<file path="config.mk">
export PLATFORM = sky130hd
export DESIGN_NAME = fifo_rd_packer
export DESIGN_NICKNAME = d
export VERILOG_FILES = /design/src/rtl/fifo_pkg.sv /design/src/rtl/fifo_rd_out_reg.sv /design/src/rtl/fifo_rd_packer.sv
export SDC_FILE = /design/constraint.sdc
export NUM_CORES = 1
export LEC_CHECK = 0
export CORE_MARGIN = 2
export CORE_UTILIZATION = 54
export CTS_BUF_LIST = sky130_fd_sc_hd__clkbuf_8
export DETAILED_ROUTE_END_ITERATION = 7
export PLACE_DENSITY = 0.9
export SKIP_CTS_REPAIR_TIMING = 1
export SYNTH_ARGS = -nofsm -noshare
export SYNTH_HDL_FRONTEND = slang
export SYNTH_SLANG_ARGS = --single-unit
export TNS_END_PERCENT = 10
</file>
<file path="constraint.sdc">
create_clock -name rd_clk -period 2.6 [get_ports rd_clk]
set_input_delay 0.52 -clock rd_clk [delete_from_list [all_inputs] [get_ports rd_clk]]
set_output_delay 0.52 -clock rd_clk [all_outputs]
set_load 0.01 [all_outputs]
</file>
<file path="src/rtl/fifo_pkg.sv">
// Shared types and defaults for the FIFO read-side packer.
package fifo_pkg;

  localparam int unsigned DEF_DATA_WIDTH = 8;
  localparam int unsigned DEF_PACK_N     = 4;
  localparam int unsigned DEF_TIMEOUT    = 16;

  typedef enum logic [1:0] {
    S_FILL,
    S_HOLD,
    S_FLUSH
  } state_e;

  // Mask with the low 'cnt' bits set; callers size-cast to their keep width.
  function automatic logic [31:0] keep_mask(input int unsigned cnt);
    logic [31:0] m;
    m = '0;
    for (int unsigned i = 0; i < 32; i++) begin
      m[i] = (i < cnt);
    end
    return m;
  endfunction

endpackage

</file>
<file path="src/rtl/fifo_rd_out_reg.sv">
// Single-entry valid/ready output register for the packer.
module fifo_rd_out_reg #(
  parameter int unsigned WIDTH  = 32,
  parameter int unsigned KEEP_W = 4
) (
  input  logic              clk,
  input  logic              rst_n,
  input  logic              load,
  input  logic [WIDTH-1:0]  load_data,
  input  logic [KEEP_W-1:0] load_keep,
  input  logic              m_ready,
  output logic              m_valid,
  output logic [WIDTH-1:0]  m_data,
  output logic [KEEP_W-1:0] m_keep,
  output logic              free
);

  logic              valid_q, valid_d;
  logic [WIDTH-1:0]  data_q, data_d;
  logic [KEEP_W-1:0] keep_q, keep_d;

  assign free    = !valid_q || m_ready;
  assign m_valid = valid_q;
  assign m_data  = data_q;
  assign m_keep  = keep_q;

  // Load has priority over accept so a word can be replaced in the accepting cycle.
  always_comb begin
    valid_d = valid_q;
    data_d  = data_q;
    keep_d  = keep_q;
    if (load) begin
      valid_d = 1'b1;
      data_d  = load_data;
      keep_d  = load_keep;
    end else if (valid_q && m_ready) begin
      valid_d = 1'b0;
    end
  end

  // Output register state.
  always_ff @(posedge clk) begin
    if (!rst_n) begin
      valid_q <= 1'b0;
      data_q  <= '0;
      keep_q  <= '0;
    end else begin
      valid_q <= valid_d;
      data_q  <= data_d;
      keep_q  <= keep_d;
    end
  end

endmodule

</file>
<file path="src/rtl/fifo_rd_packer.sv">
// Drains the FIFO read port and packs PACK_N entries per output word;
// partial words are flushed on request or after TIMEOUT idle cycles.
// Optional statistics outputs enabled by FIFO_RD_PACKER_STATS_EN.
module fifo_rd_packer
  import fifo_pkg::*;
#(
  parameter int unsigned DATA_WIDTH = DEF_DATA_WIDTH,
  parameter int unsigned PACK_N     = DEF_PACK_N,
  parameter int unsigned TIMEOUT    = DEF_TIMEOUT
) (
  input  logic                         rd_clk,
  input  logic                         rst_n,
  input  logic                         fifo_empty,
  input  logic [DATA_WIDTH-1:0]        fifo_dout,
  output logic                         fifo_rd_en,
  input  logic                         flush_req,
  output logic                         m_valid,
  input  logic                         m_ready,
  output logic [DATA_WIDTH*PACK_N-1:0] m_data,
  output logic [PACK_N-1:0]            m_keep
`ifdef FIFO_RD_PACKER_STATS_EN
  ,
  output logic [31:0]                  word_cnt,
  output logic [15:0]                  flush_cnt
`endif
);

  localparam int unsigned CW = $clog2(PACK_N) + 1;
  localparam int unsigned IW = $clog2(TIMEOUT + 1);
  localparam int unsigned WW = DATA_WIDTH * PACK_N;

  state_e          state_q, state_d;
  logic [CW-1:0]   acc_cnt_q, acc_cnt_d;
  logic            pend_q, pend_d;
  logic [IW-1:0]   idle_q, idle_d;
  logic [WW-1:0]   acc_q, acc_d;

  logic [CW-1:0]   cnt_eff;
  logic            full_now;
  logic            flush_trig;
  logic            move;
  logic            out_free;
  logic [WW-1:0]   move_data;
  logic [PACK_N-1:0] move_keep;

  // Entries held including the one arriving this cycle.
  assign cnt_eff    = acc_cnt_q + CW'(pend_q);
  assign full_now   = (cnt_eff == CW'(PACK_N));
  assign fifo_rd_en = !fifo_empty && (state_q == S_FILL) && (cnt_eff < CW'(PACK_N));
  assign flush_trig = (flush_req || (idle_q == IW'(TIMEOUT))) && (cnt_eff != '0);
  assign pend_d     = fifo_rd_en;

  // Capture, move decision and FSM next state. The arriving entry is written
  // into acc_d first, so a completing entry bypasses into the output register.
  always_comb begin
    acc_d   = acc_q;
    state_d = state_q;
    move    = 1'b0;
    for (int unsigned k = 0; k < PACK_N; k++) begin
      if (pend_q && (acc_cnt_q == CW'(k))) begin
        acc_d[k*DATA_WIDTH +: DATA_WIDTH] = fifo_dout;
      end
    end
    case (state_q)
      S_FILL: begin
        if (full_now) begin
          if (out_free) move = 1'b1;
          else          state_d = S_HOLD;
        end else if (flush_trig) begin
          state_d = S_FLUSH;
        end
      end
      S_HOLD: begin
        if (full_now && out_free) begin
          move    = 1'b1;
          state_d = S_FILL;
        end
      end
      S_FLUSH: begin
        if (full_now) begin
          if (out_free) begin
            move    = 1'b1;
            state_d = S_FILL;
          end else begin
            state_d = S_HOLD;
          end
        end else if (!pend_q && out_free) begin
          move    = 1'b1;
          state_d = S_FILL;
        end
      end
      default: state_d = S_FILL;
    endcase
    acc_cnt_d = move ? '0 : cnt_eff;
    move_keep = PACK_N'(keep_mask(32'(cnt_eff)));
    move_data = acc_d;
    for (int unsigned k = 0; k < PACK_N; k++) begin
      if (!move_keep[k]) move_data[k*DATA_WIDTH +: DATA_WIDTH] = '0;
    end
  end

  // Idle counter: counts cycles with a partial accumulator and nothing arriving.
  always_comb begin
    idle_d = '0;
    if ((acc_cnt_q != '0) && !pend_q && fifo_empty) begin
      idle_d = (idle_q == IW'(TIMEOUT)) ? idle_q : idle_q + IW'(1);
    end
  end

  // Control and accumulator registers.
  always_ff @(posedge rd_clk) begin
    if (!rst_n) begin
      state_q   <= S_FILL;
      acc_cnt_q <= '0;
      pend_q    <= 1'b0;
      idle_q    <= '0;
      acc_q     <= '0;
    end else begin
      state_q   <= state_d;
      acc_cnt_q <= acc_cnt_d;
      pend_q    <= pend_d;
      idle_q    <= idle_d;
      acc_q     <= acc_d;
    end
  end

  fifo_rd_out_reg #(
    .WIDTH  (WW),
    .KEEP_W (PACK_N)
  ) u_out_reg (
    .clk       (rd_clk),
    .rst_n     (rst_n),
    .load      (move),
    .load_data (move_data),
    .load_keep (move_keep),
    .m_ready   (m_ready),
    .m_valid   (m_valid),
    .m_data    (m_data),
    .m_keep    (m_keep),
    .free      (out_free)
  );

`ifdef FIFO_RD_PACKER_STATS_EN
  logic [31:0] word_cnt_q, word_cnt_d;
  logic [15:0] flush_cnt_q, flush_cnt_d;

  // Accepted transfers and partial-word moves; both wrap.
  always_comb begin
    word_cnt_d  = word_cnt_q + 32'(m_valid && m_ready);
    flush_cnt_d = flush_cnt_q + 16'(move && !full_now);
  end

  // Statistics registers.
  always_ff @(posedge rd_clk) begin
    if (!rst_n) begin
      word_cnt_q  <= '0;
      flush_cnt_q <= '0;
    end else begin
      word_cnt_q  <= word_cnt_d;
      flush_cnt_q <= flush_cnt_d;
    end
  end

  assign word_cnt  = word_cnt_q;
  assign flush_cnt = flush_cnt_q;
`endif

endmodule

</file>
==> results of run 1 <==
where the power goes:
group / switching (W) / internal [W] / leakage, nW
sequential: 0.0000195 / 0.00125 / 0.646
combinational: 0.000128 / 0.0000947 / 0.573
clock: 0.000439 / 0.000591 / 0.117
total: 0.000586 / 0.00194 / 1.34
per-layer routing:
layer,wire [µm],global-route usage (%)
met1,3020,30.3
met2,2870,33.9
met3,365,7.01
met4,164,10.4
met5,0,0
cell type report:
type / count / area, µm² / share of cell area (%)
flip-flops and latches: 80 / 1600 / 43.0
multi-input cells: 159 / 1260 / 33.8
repair buffers: 54 / 533 / 14.3
clock buffers: 11 / 151 / 4.06
well taps: 70 / 87.6 / 2.35
clock inverters: 5 / 80.1 / 2.15
inverters: 4 / 15.0 / 0.403
worst paths after layout:
check | from | endpoint | cells after the start
min | u_out_reg.m_data[28] | u_out_reg.m_data[28] | 1
max | acc_cnt_q[0] | fifo_rd_en | 5
min reg2reg | u_out_reg.m_data[28] | u_out_reg.m_data[28] | 1
max reg2reg | acc_cnt_q[0] | u_out_reg.m_data[4] | 6
worst register-to-register path, stage by stage, from the launching register on:
cell and delay [ps]:
dfxtp_1 360, ha_1 220, ha_2 210, xnor2_4 320
o31ai_4 140, a21oi_4 730, o2bb2ai_1 220
kinds of logic (layout without fill, tap and decap cells):
group           Yosys count  count (layout)  synth area share, %
compound gates           52              52                 15.2
xor+xnor                  6               6                 2.41
fa+ha+maj                 4               4                 1.69
buf+inv                  18              74                 4.01
flops                    80              80                 54.0
mux                      34              34                 11.5
simple gates             63              63                 11.2
cells in the mapped netlist (all sizes together), types with 2 or more instances:
master / instances / area, µm²
nand4b: 2 / 23.8
a211oi: 3 / 22.5
and4bb: 2 / 25.0
nor3: 5 / 36.3
nand3: 2 / 10.0
ha: 4 / 50.1
o2bb2ai: 32 / 280
o211ai: 2 / 20.0
nor2: 39 / 146
dfxtp: 80 / 1600
xor2: 3 / 26.3
mux2i: 34 / 340
nand2: 3 / 11.3
a21oi: 7 / 57.6
and2: 4 / 27.5
clkbuf: 6 / 32.5
inv: 4 / 15.0
buf: 8 / 71.3
o21ai: 2 / 10.0
xnor2: 3 / 45.1
a311oi: 2 / 17.5
sequential cells by signal (all words and copies together) (netlist names):
name,flops
u_out_reg.m_valid,1
idle_q,5
u_out_reg.m_keep,4
acc_cnt_q,3
state_q,2
u_out_reg.m_data,32
acc_q,32
pend_q,1
per-stage QoR:
step / TNS [ps] / hold WS [ps]
detailed placement: 0 / 450
finish: 0 / 465
global route: 0 / 485
CTS: -283 / 469
floorplan: 0 / 456
global placement: 0 / 450
==> results.toml, run 1 <==
[status]
status = "finished clean"

[routing]
antenna_left = 0
dr.pass1.iters = 4
drc = 0
viasPerCell = 5.60
vias = 2144
wl_per_cell_um = 16.7
drt-initial-drc-count = 114
wirelength_um = 6420

[final_layout]
areaGrowthSynthToFinish_pct = 25.7
fill_cells = 365
num_antenna_cells = 0
design_area_um2 = 3730
post-route-util_pct = 71.6
nets = 325
layout-drive-gt1-share_pct = 11.2
layout_common_cells = "dfxtp_1 (80), clkdlybuf4s50_1 (49), nor2_1 (39), mux2i_1 (34), o2bb2ai_1 (32)"
final_common_cell = "dfxtp_1"
instances_no_fill = 383

[place]
hpwlAfterDp_um = 4220
dp_cells = 366
place_congestion = 0.816
portBuffers = 50
pre_cts_ws_ps = 99.1
postPlaceCellArea_um2 = 3480

[clocking]
cts_sinks = 80
cts_tree = "done"
clkSlewWorstSetupHoldPaths_ps = 80
cts_buffers = 9
cts_max_level = 3
cts_buffer_depth = 2
clock_latency_ps = 360
root_buffer = "clkbuf_8"

[floorplanning]
dieWidth_um = 78.1
die_h_um = 78.1
rows = 26
placeableCoreArea_um2 = 5200
start_util_pct = 57.0
ioPinCount = 51
die_area_um2 = 6100

[synthesis]
synthCells = 257
netlist_area_um2 = 2970
syn_nets = 274
synth_edf_count = 0
async_flop_share_pct = 0
ys_seq_elements = 80
ys.flop_type = "dfxtp_1"
synth.avg_cell_area_um2 = 11.5
ys_types = 39
yosysWarnings = 0
yosysSeqAreaShare_pct = 54.0

[critical_path]
critPathCaptureType = "output port"
reg2reg_slack_ps = 320
crit_path_max_incr_delay_ps = 360
crit_arrival_ps = 1850
cp_max_fo = 6
crit_family = "adder cells"
path_cells = "ha_1 -> ha_2 -> xor2_1 -> nor4_2 -> dlymetal6s2s_1"
critPathRequiredTime_ps = 2080
startpoint_type = "flip-flop"
setup.worst_path.class = "reg -> out"
critPathSlowestCell = "dfxtp_1"
critPathBufInv = 1

[sta]
fin_crit_ps = 2370
worst_slack_ps = 225
hold_viol_final = 0
fmax_mhz = 421
slew_viol_final = 0
worst_pin_slew_ps = 893
final-setup-viol-count = 0
post-route-period-util_pct = 91.3
fin_skew_ps = 13.5
rsz0062_at_grt = "false"
relSlewSlack_pct = 40.3

[run]
cap_viol_max_count = 0

[global_route]
grt_pass1_wl_um = 10600
grt_max_degree = 39
overflow = 0
track_usage_pct = 22.7
grt_pass1_vias = 2064
antenna_found_initial = 0

[pwr]
p_leak_nw = 1.34
finalPower_w = 0.00253
peakVddDrop_mv = 0.696
power_density_nw_per_um2 = 677

[hold_path]
min_path_type = "reg -> reg"
No activity file was read; power rests on OpenSTA's default activity.
==> run 2, diff against run 1 <==
==> constraint.sdc (replaced) <==
create_clock -name rd_clk -period 2.4 [get_ports rd_clk]
set_input_delay 0.48 -clock rd_clk [delete_from_list [all_inputs] [get_ports rd_clk]]
set_output_delay 0.48 -clock rd_clk [all_outputs]
set_load 0.01 [all_outputs]
==> run 2 against run 1 <==
- critical path depth grew 1
- global-route usage shrank 0.78 points
- hold slack better by 3.7 ps
- combinational power is 8% higher
- first-iteration DRC count fell by 15%
- die area unchanged
- non-clock buffer count grew 1
- sequential power up 9%
- clock skew fell by 3.0 ps
- setup slack got worse by 47 ps
- critical path type is now reg -> reg
- highest routed layer unchanged
==> results.toml, run 2 (synthesis gave the netlist of run 1 again) <==
[clocking]
cts_max_level = 3
cts_sinks = 80
root_buffer = "clkbuf_8"
clock_latency_ps = 350
cts_buffer_depth = 2
clkSlewWorstSetupHoldPaths_ps = 80
cts_tree = "done"
cts_buffers = 9

[global_route]
antenna_found_initial = 0
grt_max_degree = 39
grt_pass1_vias = 2146
overflow = 0
track_usage_pct = 21.9
grt_pass1_wl_um = 10400

[sta]
slew_viol_final = 0
fin_crit_ps = 2220
finalSetupTns_ps = 0
rsz0062_at_grt = "false"
fin_skew_ps = 10.4
hold_viol_final = 0
final-setup-viol-count = 0
post-route-period-util_pct = 92.5
worst_slack_ps = 179
fmax_mhz = 450
relSlewSlack_pct = 39.3
worst_pin_slew_ps = 909

[place]
pre_cts_ws_ps = 109
hpwlAfterDp_um = 4310
place_congestion = 0.878
portBuffers = 50

[hold_path]
min_path_type = "reg -> reg"

[final_layout]
nets = 326
num_antenna_cells = 0
regArea_um2 = 1600
layout_common_cells = "dfxtp_1 (79), clkdlybuf4s50_1 (49), nor2_1 (39), mux2i_1 (34), o2bb2ai_1 (32)"
fill_cells = 360
final_common_cell = "dfxtp_1"
areaGrowthSynthToFinish_pct = 25.7
layout-drive-gt1-share_pct = 11.5
multiInputGateArea_um2 = 1260

[critical_path]
critPathRequiredTime_ps = 2690
crit_arrival_ps = 2510
setup.worst_path.class = "reg -> reg"
critPathCaptureType = "flip-flop"
startpoint_type = "flip-flop"
cp_max_fo = 34

[pwr]
peakVddDrop_mv = 0.489
p_leak_nw = 1.34
finalPower_w = 0.00270
power_density_nw_per_um2 = 723

[routing]
wirelength_um = 6240
viasPerCell = 5.40
drc = 0
wl_per_cell_um = 16.2
drt-initial-drc-count = 97
antenna_left = 0
dr.pass1.iters = 4
vias = 2075

[run]
cap_viol_max_count = 0

[floorplanning]
dieWidth_um = 78.1
rows = 26
ioPinCount = 51
die_area_um2 = 6100
start_util_pct = 57.0
placeableCoreArea_um2 = 5200
die_h_um = 78.1

[status]
status = "finished clean"
## run 2: cell count changes in the layout (fill, tap and decap cells not counted)
cell | before | now
clkinvlp_4 | 1 | 0
dfxtp_2 | 0 | 1
inv_1 | 5 | 6
dfxtp_1 | 80 | 79
clkinv_4 | 1 | 2
clkbuf_8 | 11 | 10
buf_4 | 4 | 5
## run 2: layer usage
metal | vias up | GRT usage [%] | routed length [µm] | part of all wire (%)
li1 | 1034 | - | - | -
met1 | 981 | 27.1 | 2800 | 45
met2 | 49 | 35.9 | 3030 | 49
met3 | 11 | 5.75 | 317 | 5.1
met4 | 0 | 10.2 | 94 | 1.5
met5 | - | 0 | 0 | 0
## run 2: critical path: stages (launching register included)
cell and delay [ps]:
dfxtp_2 350, ha_1 190, ha_2 210, xnor2_4 300, o31ai_4 140, a21oi_4 740
and2_1 220
## run 2: power breakdown
part | leakage [nW] | internal [W] | switching, W
combinational | 0.578 | 0.000103 | 0.000137
clock | 0.119 | 0.000610 | 0.000469
sequential | 0.647 | 0.00136 | 0.0000188
## run 2: cell type report
class / instances / share of cell area [%]
clock buffers: 10 / 3.69
clock inverters: 6 / 2.28
inverters: 4 / 0.403
multi-input cells: 159 / 33.8
flip-flops and latches: 80 / 43.0
well taps: 70 / 2.35
repair buffers: 55 / 14.5
## run 2: path summary, 6_finish.rpt
| path | startpoint | end | slack, ps | depth (start not counted) |
|---|---|---|---|---|
| worst max-delay path | pend_q | acc_cnt_q[0] | 180 | 6 |
| worst min-delay path | u_out_reg.m_data[8] | u_out_reg.m_data[8] | 470 | 1 |
| worst max register to register | pend_q | acc_cnt_q[0] | 180 | 6 |
| worst min register to register | u_out_reg.m_data[8] | u_out_reg.m_data[8] | 470 | 1 |
## run 2: per-stage QoR
step                utilization, %  std cells  hold slack, ps  instance area (µm²)
floorplan                        -        257             456                 2970
global placement              67.1        368             448                 3490
detailed placement            67.1        368             445                 3490
CTS                           71.4        384             474                 3720
global route                  71.6        384             481                 3730
finish                        71.6        384             469                 3730
